**src/rtl/seg_pkg.sv**
```systemverilog
// Shared constants for the seven-segment scan driver: glyph table and output polarities.
package seg_pkg;

    // Active-high segment patterns {a,b,c,d,e,f,g,dp}, indexed by nibble value.
    localparam logic [15:0][7:0] GLYPH_TABLE = {
        8'h8E, 8'h9E, 8'h7A, 8'h9C,   // F E d C
        8'h3E, 8'hEE, 8'hF6, 8'hFE,   // b A 9 8
        8'hE0, 8'hBE, 8'hB6, 8'h66,   // 7 6 5 4
        8'hF2, 8'hDA, 8'h60, 8'hFC    // 3 2 1 0
    };

    localparam logic [7:0] SEG_BLANK    = 8'hFF;
    localparam logic [7:0] SEG_POL_MASK = 8'hFF;  // XOR mask: active-high pattern -> pin level
    localparam logic       AN_ON        = 1'b0;
    localparam logic       AN_OFF       = 1'b1;

endpackage

```
**src/rtl/seg_hex_decode.sv**
```systemverilog
// Combinational hex nibble + decimal point to active-low segment drive.
module seg_hex_decode
    import seg_pkg::*;
(
    input  logic [3:0] nibble,
    input  logic       dp,
    output logic [7:0] seg
);

    assign seg = (GLYPH_TABLE[nibble] | {7'b0, dp}) ^ SEG_POL_MASK;

endmodule

```
**src/rtl/seg_scan_driver.sv**
```systemverilog
// Multiplexed seven-segment scanner with frame-synchronous double buffering,
// leading-zero suppression and per-digit blink.
module seg_scan_driver
    import seg_pkg::*;
#(
    parameter int DIGITS    = 8,
    parameter int SCAN_DIV  = 50000,
    parameter int BLINK_DIV = 64
) (
    input  logic                  clk,
    input  logic                  rst,
    input  logic                  en,
    input  logic                  load,
    input  logic [4*DIGITS-1:0]   value,
    input  logic [DIGITS-1:0]     dp_mask,
    input  logic [DIGITS-1:0]     blink_mask,
    input  logic                  lz_en,
    output logic [DIGITS-1:0]     an,
    output logic [7:0]            seg,
    output logic                  frame_start
);

    localparam int DIV_W = $clog2(SCAN_DIV);
    localparam int IDX_W = (DIGITS > 1) ? $clog2(DIGITS) : 1;
    localparam int BLK_W = (BLINK_DIV > 1) ? $clog2(BLINK_DIV) : 1;
    localparam logic [DIV_W-1:0] DIV_LAST = DIV_W'(SCAN_DIV - 1);
    localparam logic [IDX_W-1:0] IDX_LAST = IDX_W'(DIGITS - 1);
    localparam logic [BLK_W-1:0] BLK_LAST = BLK_W'(BLINK_DIV - 1);

    logic [DIV_W-1:0]    div_cnt_reg, div_cnt_next;
    logic [IDX_W-1:0]    idx_reg, idx_next;
    logic [BLK_W-1:0]    blink_cnt_reg, blink_cnt_next;
    logic                blink_phase_reg, blink_phase_next;
    logic [4*DIGITS-1:0] pending_value_reg, active_value_reg, active_value_next;
    logic [DIGITS-1:0]   pending_dp_reg, active_dp_reg, active_dp_next;
    logic                dirty_reg;
    logic [DIGITS-1:0]   an_reg, an_next;
    logic [7:0]          seg_reg, seg_next;
    logic                frame_start_reg;

    logic tick;
    logic boundary;

    assign tick     = (div_cnt_reg == DIV_LAST);
    assign boundary = tick && (idx_reg == IDX_LAST);

    // Outputs are built from next-state values so they change on the same edge as idx.
    always_comb begin
        div_cnt_next      = tick ? '0 : div_cnt_reg + 1'b1;
        idx_next          = idx_reg;
        blink_cnt_next    = blink_cnt_reg;
        blink_phase_next  = blink_phase_reg;
        active_value_next = active_value_reg;
        active_dp_next    = active_dp_reg;
        if (tick) begin
            idx_next = (idx_reg == IDX_LAST) ? '0 : idx_reg + 1'b1;
            if (blink_cnt_reg == BLK_LAST) begin
                blink_cnt_next   = '0;
                blink_phase_next = ~blink_phase_reg;
            end else begin
                blink_cnt_next = blink_cnt_reg + 1'b1;
            end
        end
        if (boundary && dirty_reg) begin
            active_value_next = pending_value_reg;
            active_dp_next    = pending_dp_reg;
        end
    end

    // upper_zero[i]: active nibbles i..DIGITS-1 are all zero
    logic [DIGITS-1:0] upper_zero;
    generate
        for (genvar gi = 0; gi < DIGITS; gi++) begin : g_lz
            if (gi == DIGITS - 1) begin : g_top
                assign upper_zero[gi] = (active_value_next[4*gi +: 4] == 4'h0);
            end else begin : g_mid
                assign upper_zero[gi] = (active_value_next[4*gi +: 4] == 4'h0) && upper_zero[gi+1];
            end
        end
    endgenerate

    logic [3:0] sel_nibble;
    logic       sel_dp;
    logic       sel_blink;
    logic       sel_lz;
    logic [7:0] dec_seg;

    always_comb begin
        sel_nibble = 4'h0;
        sel_dp     = 1'b0;
        sel_blink  = 1'b0;
        sel_lz     = 1'b0;
        an_next    = {DIGITS{AN_OFF}};
        for (int i = 0; i < DIGITS; i++) begin
            if (idx_next == IDX_W'(i)) begin
                sel_nibble = active_value_next[4*i +: 4];
                sel_dp     = active_dp_next[i];
                sel_blink  = blink_mask[i];
                sel_lz     = (i > 0) && upper_zero[i];
                an_next[i] = AN_ON;
            end
        end
        if (!en) begin
            an_next = {DIGITS{AN_OFF}};
        end
    end

    seg_hex_decode u_dec (
        .nibble (sel_nibble),
        .dp     (sel_dp),
        .seg    (dec_seg)
    );

    always_comb begin
        seg_next = SEG_BLANK;
        if (en) begin
            if (blink_phase_next && sel_blink) begin
                seg_next = SEG_BLANK;
            end else if (lz_en && sel_lz) begin
                seg_next = {7'b0, sel_dp} ^ SEG_POL_MASK;
            end else begin
                seg_next = dec_seg;
            end
        end
    end

    always_ff @(posedge clk) begin
        if (rst) begin
            div_cnt_reg       <= '0;
            idx_reg           <= '0;
            blink_cnt_reg     <= '0;
            blink_phase_reg   <= 1'b0;
            pending_value_reg <= '0;
            pending_dp_reg    <= '0;
            active_value_reg  <= '0;
            active_dp_reg     <= '0;
            dirty_reg         <= 1'b0;
            an_reg            <= {DIGITS{AN_OFF}};
            seg_reg           <= SEG_BLANK;
            frame_start_reg   <= 1'b0;
        end else begin
            div_cnt_reg      <= div_cnt_next;
            idx_reg          <= idx_next;
            blink_cnt_reg    <= blink_cnt_next;
            blink_phase_reg  <= blink_phase_next;
            active_value_reg <= active_value_next;
            active_dp_reg    <= active_dp_next;
            an_reg           <= an_next;
            seg_reg          <= seg_next;
            frame_start_reg  <= boundary;
            // A load on the boundary cycle lands in pending after the copy above and stays dirty.
            if (load) begin
                pending_value_reg <= value;
                pending_dp_reg    <= dp_mask;
                dirty_reg         <= 1'b1;
            end else if (boundary) begin
                dirty_reg <= 1'b0;
            end
        end
    end

    assign an          = an_reg;
    assign seg         = seg_reg;
    assign frame_start = frame_start_reg;

endmodule

```
**config.mk**
```make
export PLATFORM = sky130hd
export DESIGN_NAME = seg_scan_driver
export DESIGN_NICKNAME = d
export VERILOG_FILES = /design/src/rtl/seg_pkg.sv /design/src/rtl/seg_hex_decode.sv /design/src/rtl/seg_scan_driver.sv
export SDC_FILE = /design/constraint.sdc
export NUM_CORES = 1
export LEC_CHECK = 0
export ABC_AREA = 1
export CAP_MARGIN = 20
export CORE_ASPECT_RATIO = 2
export CORE_MARGIN = 5
export CORE_UTILIZATION = 30
export CTS_CLUSTER_SIZE = 14
export DETAILED_ROUTE_END_ITERATION = 16
export PLACE_DENSITY = 0.59
export SYNTH_ARGS = -nofsm -noshare
export SYNTH_HDL_FRONTEND = slang
export SYNTH_SLANG_ARGS = --single-unit
export TNS_END_PERCENT = 5
```
**constraint.sdc**
```tcl
create_clock -name clk -period 3 [get_ports clk]
set_input_delay 0.45 -clock clk [delete_from_list [all_inputs] [get_ports clk]]
set_output_delay 0.45 -clock clk [all_outputs]
set_load 0.005 [all_outputs]
```
Yosys cells after proc, flatten, opt, wreduce, memory -nomap -nowiden
Memory sizes are Yosys's and may differ from the RTL's. Cells that the tools add are included. W data, S select, Z words.

Add/sub/neg operators: 3. Order comparisons: 1. Eq/ne operators: 10. Mux-type cells: 50. Bitwise logic cells: 5. Reduce and logical (&&, ||, !) cells: 22.

Operator list (count): $mux W1 (35); $mux W32 (1); $mux W4 (8); $logic_not A4 Y1 (7); $mux W8 (3); $add A16 B1 Y16 const B (1); $eq A16 B16 Y1 const B (1); $eq A3 B3 Y1 const B (5); $logic_and A1 B1 Y1 (10); $not A1 Y8 (1); $not A8 Y8 (1); $or A8 B1 Y8 (1); $add A6 B1 Y6 const B (1); $eq A3 B2 Y1 const B (2); $eq A6 B6 Y1 const B (1); $mux W3 (2); $mux W6 (1); $lt A4 B5 Y1 const B (1); $reduce_or A2 Y1 (2); $add A3 B1 Y3 const B (1); $eq A3 B1 Y1 const B (1); $logic_not A3 Y1 (1); $reduce_or A3 Y1 (1); $not A1 Y1 (2); $reduce_bool A2 Y1 (1).

Flip-flop bits (word level): 124. Bits in read-only memories: 128. Bits of input ports: 53. Output and inout port bits: 17. Logic and storage cells: 104. Memories kept: 1.

Memories: (name not given) (words 16, width 8, rd ports 1, clocked after memory_dff 0, write ports 0, line seg_hex_decode.sv:10) `assign seg = (GLYPH_TABLE[nibble] | {7'b0, dp}) ^ SEG_POL_MASK;`.

Longest topological paths before layout
Depth after elaboration: 20. Depth in mapped cells: 21. Gate-level depth less buffers: 21.

Modules after synthesis
From an unflattened synthesis, not the netlist that was laid out.

Cells, all modules: 692. Area total of the unflattened synthesis: 5321.4 sq um.

By module, submodules not included: seg_scan_driver (times used 1, cells an instance 641, area each 5048.6 sq um, sequential area each 2482.4 sq um); seg_hex_decode (times used 1, cells an instance 51, area each 272.8 sq um, sequential area each 0.0 sq um).

Worst setup path after synthesis
Ideal clock, no wire load.

Path kind: register to register. From: register div_cnt_reg[0]. To: register seg_reg[6], in the netlist seg[6]. Setup time: 0.128 ns. Data arrival time: 2.460 ns. Data required time: 2.872 ns. Path slack: 0.411 ns. Stages on the path, launching flop included: 19. Buffers on the path: 0. Clock period less this slack: 2.589 ns. Cell sequence: dfxtp_1 > ha_1 > nand3_4 > nor2_4 > nand2_4 > nor2_8 > nand2_4 > nand2_1 > nand2_1 > nand2_1 > nand3_1 > nor2_1 > nand4_1 > nor2_1 > ha_1 > nand2_1 > nor2_1 > a21oi_1 > nand3_1.

Cells in the longest elaborated chain, start to end: 20. Elaborated cells between the ends (all ways): 58. Those cells by class: eq/ne: 8; mux: 28; bitwise: 2; reduce/logical: 19; memory: 1.

RTL lines: start: declaration (line seg_scan_driver.sv:30) `logic [DIV_W-1:0] div_cnt_reg, div_cnt_next;`; start signal: assignment (line seg_scan_driver.sv:142) `div_cnt_reg <= div_cnt_next;`; $eq A16 B16 Y1 (*) (line seg_scan_driver.sv:44) `assign tick = (div_cnt_reg == DIV_LAST);`; branches (longest 19 deep; another with $mem_v2 Z16 W8); end signal: assignment (line seg_scan_driver.sv:149) `seg_reg <= seg_next;`; end: declaration (line seg_scan_driver.sv:38) `logic [7:0] seg_reg, seg_next;`.

Every way passes the cells marked *. The select of a mux whose other input is x is not followed. A chain may end at the register's enable or synchronous reset.

Worst setup path after layout
From: register idx_reg[0]. To: register seg_reg[7], in the netlist seg[7].

Cells in the longest elaborated chain, start to end: 20. Elaborated cells between the ends (all ways): 59. Those cells by class: add/sub: 1; eq/ne: 8; mux: 28; bitwise: 2; reduce/logical: 19; memory: 1.

RTL lines: start: declaration (line seg_scan_driver.sv:31) `logic [IDX_W-1:0] idx_reg, idx_next;`; start signal: assignment (line seg_scan_driver.sv:143) `idx_reg <= idx_next;`; branches (longest 20 deep; another with $add A3 B1 Y3).

Parallel ways; which one is timed is not known. The select of a mux whose other input is x is not followed.

==> results by group <==
Job
  – Count of max-cap constraint violations: 0

Yosys
  – Top cell type's share of synthesized area: 42.6%
  – Area contributors post-synth: sky130_fd_sc_hd__dfxtp_1 (43%), sky130_fd_sc_hd__nand2_1 (10%), sky130_fd_sc_hd__nor2_1 (8.1%)
  – Syn Inst Count: 805
  – Synthesis Warnings: 0
  – Sequential-to-total area share from yosys stat: 42.6%
  – Number of distinct library cells after synthesis: 44
  – Total standard cell area after synthesis: about 0.0058 mm²
  – Synth Area per Inst: 7.24 µm²
  – Mapped Nets: 868
  – Largest area contributor in the synthesized netlist: sky130_fd_sc_hd__dfxtp_1
  – Synthesis-stage register bit count: 124

Floorplanning
  – Width of the die: 109 µm
  – Number of ports placed on the die boundary: 70
  – Y dimension of the die: 207 µm
  – Starting Density: 30.2%
  – Die footprint: 0.0225 mm²
  – Number of core rows: 72
  – Placeable core area: about 0.019 mm²

STA
  – Post-route clock period utilization: about 93%
  – Headroom to the max-slew limit: 52.8%
  – Final total negative setup slack: 0 ps
  – Final hold slack: 453 ps
  – Worst Clk Skew: 11.5 ps
  – Setup violations, final: 0
  – Highest clock rate: 358 MHz
  – Count of endpoints failing hold in the final timing report: 0
  – Final worst-path setup slack: 209 ps
  – Final period demand of the worst path: ~2800 ps
  – Slew of the pin with the lowest slew margin: 708 ps
  – Final count of pins violating max slew: 0

Clocking
  – Deepest level of the CTS H-tree: 4
  – Number of buffers created by CTS: 17
  – Clock-pin slew of the registers on the worst-case setup and hold paths: 60 ps
  – TritonCTS clock tree: done
  – Clk Latency, worst-skew pair: 420 ps
  – CTS root buf: sky130_fd_sc_hd__clkbuf_16
  – Clock Sink Count: 124
  – Largest buffer count on any clock path: 2

Worst setup path
  – Crit. End Element: register
  – Maximum single-stage delay on the critical path: 340 ps
  – Crit path buf inv count: 4
  – Cell chain of the critical path: ha_1, ha_2, nor2_1, inv_1, nand3_1, nand2_4, nand3_2, inv_2, nand2_1, nand3_2, nor3_2, nand4_1, ha_2, inv_2, nand3_1, nand3_1, nand2_1, inv_1, nand3_1
  – Required time reported for the critical path endpoint: roughly 3300 ps
  – Most prevalent standard cell on the critical path: sky130_fd_sc_hd__nand3_1
  – Kind of start point of the critical path: register
  – Gate family responsible for the most delay along the worst path: simple AND/OR/NAND/NOR gates
  – Slowest CP cell: sky130_fd_sc_hd__dfxtp_1
  – Largest fanout of any net on the critical path: 6
  – Data arrival time of the critical path: between 3000 and 4000 ps
  – Critical setup path kind: reg -> reg

Global routing
  – Wire length of the first global-routing pass: 26400 µm
  – Via count of the first global-routing pass: 5339
  – GRT Total Usage: 15.4%
  – GR Overflow Total: 0
  – Pin count of the biggest net entering global routing: 47
  – Number of antenna violations at the first check in global routing: 0

Power
  – Total Power Consumption: 4.07 mW
  – IR drop worst, VDD: 293 µV
  – Static leakage: ~3.2 nW
  – Areal power density over the cells: between 500 and 600 mW/mm²

Place
  – Count of buffers from port buffering: 69
  – Minimum setup slack after placement: -119 ps
  – Sum of net half-perimeters after detailed placement: 13000 µm
  – Global placer's final weighted congestion: 0.864
  – Cell area after placement: 0.00689 mm²
  – Number of instances in the placed design: 1127

Routing
  – Detailed-route DRC error count: 0
  – Total Wirelength: 16900 µm
  – WL/cell: 14.5 µm
  – Detailed router's first-iteration violation count: between 200 and 250
  – DR vias: 5356
  – Antenna-violating nets left: 0
  – Via density per instance: 4.59
  – First-pass iteration count of the detailed router: 5

Final layout
  – Design area: around 0.0077 mm²
  – Total inserted antenna cells: 0
  – Final Core Density: just under 40%
  – Area growth, synth to finish: 31.4%
  – Count of nets after finishing: between 900 and 1000
  – Fin cells: between 1000 and 1500
  – Fraction of layout instances using a drive strength above 1: between 10% and 20%

Status
  – Outcome: finished clean

Hold path
  – Type of the worst min-delay path: reg -> reg
-- layer usage --
layer | share of wire (%) | routed length, µm | GRT usage (%) | vias to the layer above
met5 | 0 | 0 | 0 | -
met4 | 5.5 | 927 | 9.20 | 0
met3 | 3.2 | 548 | 3.36 | 47
met2 | 59 | 9980 | 30.5 | 118
met1 | 32 | 5490 | 13.3 | 2434
li1 | - | - | - | 2757
-- logic make-up (layout without fill, tap and decap cells) --
kind of cell | Yosys count | in the layout | synth area share, %
compound gates | 137 | 137 | 12.8
buf+inv | 129 | 233 | 9.19
flops | 124 | 124 | 42.6
xor+xnor | 2 | 2 | 0.301
mux | 2 | 2 | 0.344
fa+ha+maj | 10 | 10 | 2.15
simple gates | 401 | 401 | 32.6
-- worst reg2reg max path: stages, from the launching register on --
cell	delay (ps)
sky130_fd_sc_hd__dfxtp_1	340
sky130_fd_sc_hd__ha_1	220
sky130_fd_sc_hd__ha_2	210
sky130_fd_sc_hd__nor2_1	140
sky130_fd_sc_hd__inv_1	60
sky130_fd_sc_hd__nand3_1	120
sky130_fd_sc_hd__nand2_4	100
sky130_fd_sc_hd__nand3_2	100
sky130_fd_sc_hd__inv_2	70
sky130_fd_sc_hd__nand2_1	80
sky130_fd_sc_hd__nand3_2	120
sky130_fd_sc_hd__nor3_2	160
sky130_fd_sc_hd__nand4_1	230
sky130_fd_sc_hd__ha_2	290
sky130_fd_sc_hd__inv_2	60
sky130_fd_sc_hd__nand3_1	90
sky130_fd_sc_hd__nand3_1	100
sky130_fd_sc_hd__nand2_1	60
sky130_fd_sc_hd__inv_1	50
sky130_fd_sc_hd__nand3_1	60
-- cell usage after synthesis (all sizes together) --
| cell | instances |
|---|---|
| a221oi | 1 |
| clkinv | 1 |
| o211ai | 1 |
| nand4 | 18 |
| a211oi | 1 |
| nor2 | 143 |
| buf | 8 |
| mux2i | 2 |
| nor4 | 3 |
| a31oi | 2 |
| xor2 | 2 |
| a21boi | 1 |
| ha | 10 |
| nor3 | 10 |
| a21oi | 50 |
| o21bai | 1 |
| inv | 100 |
| nand3b | 2 |
| o21ai | 72 |
| nor3b | 4 |
| dfxtp | 124 |
| clkbuf | 20 |
| and3 | 1 |
| nand3 | 39 |
| o21a | 8 |
| or2 | 2 |
| nand2 | 179 |
-- cell type report --
type / instances / area [µm²]
inverter: 101 / 384
sequential: 124 / 2490
clock inverter: 15 / 188
multi-input combinational: 552 / 2880
clock buffer: 17 / 425
tap: 259 / 324
fill: 2030 / 11600
timing repair buffer: 100 / 961
-- worst paths after layout --
path                               endpoint  slack, ps  depth (start not counted)                 startpoint
setup / recovery          seg[7]$_SDFF_PP1_        210                         19      idx_reg[0]$_SDFF_PP0_
hold / removal    div_cnt_reg[0]$_SDFF_PP0_        450                          1  div_cnt_reg[0]$_SDFF_PP0_
setup reg to reg          seg[7]$_SDFF_PP1_        210                         19      idx_reg[0]$_SDFF_PP0_
hold reg to reg   div_cnt_reg[0]$_SDFF_PP0_        450                          1  div_cnt_reg[0]$_SDFF_PP0_
-- cell usage in the layout (no fill, tap or decap), drive strengths merged, types with 17 or more instances in the layout --
cell type / count
nand2: 179
nor2: 143
dfxtp: 124
inv: 105
o21ai: 72
clkdlybuf4s50: 69
a21oi: 50
nand3: 39
buf: 31
nand4: 18
clkbuf: 17
-- power by group --
| group | switching, mW | internal [mW] |
|---|---|---|
| combinational | 0.112 | 0.106 |
| clock | 0.812 | 1.32 |
| sequential | 0.0221 | 1.69 |
| total | 0.946 | 3.12 |
-- timing repair --
item                       CTS  global route
hold buffers                 0             0
setup buffers                1             8
setup endpoints to repair    5             7
pin swaps                    2            11
resized for setup            5            19
No activity file was read; power rests on OpenSTA's default activity.
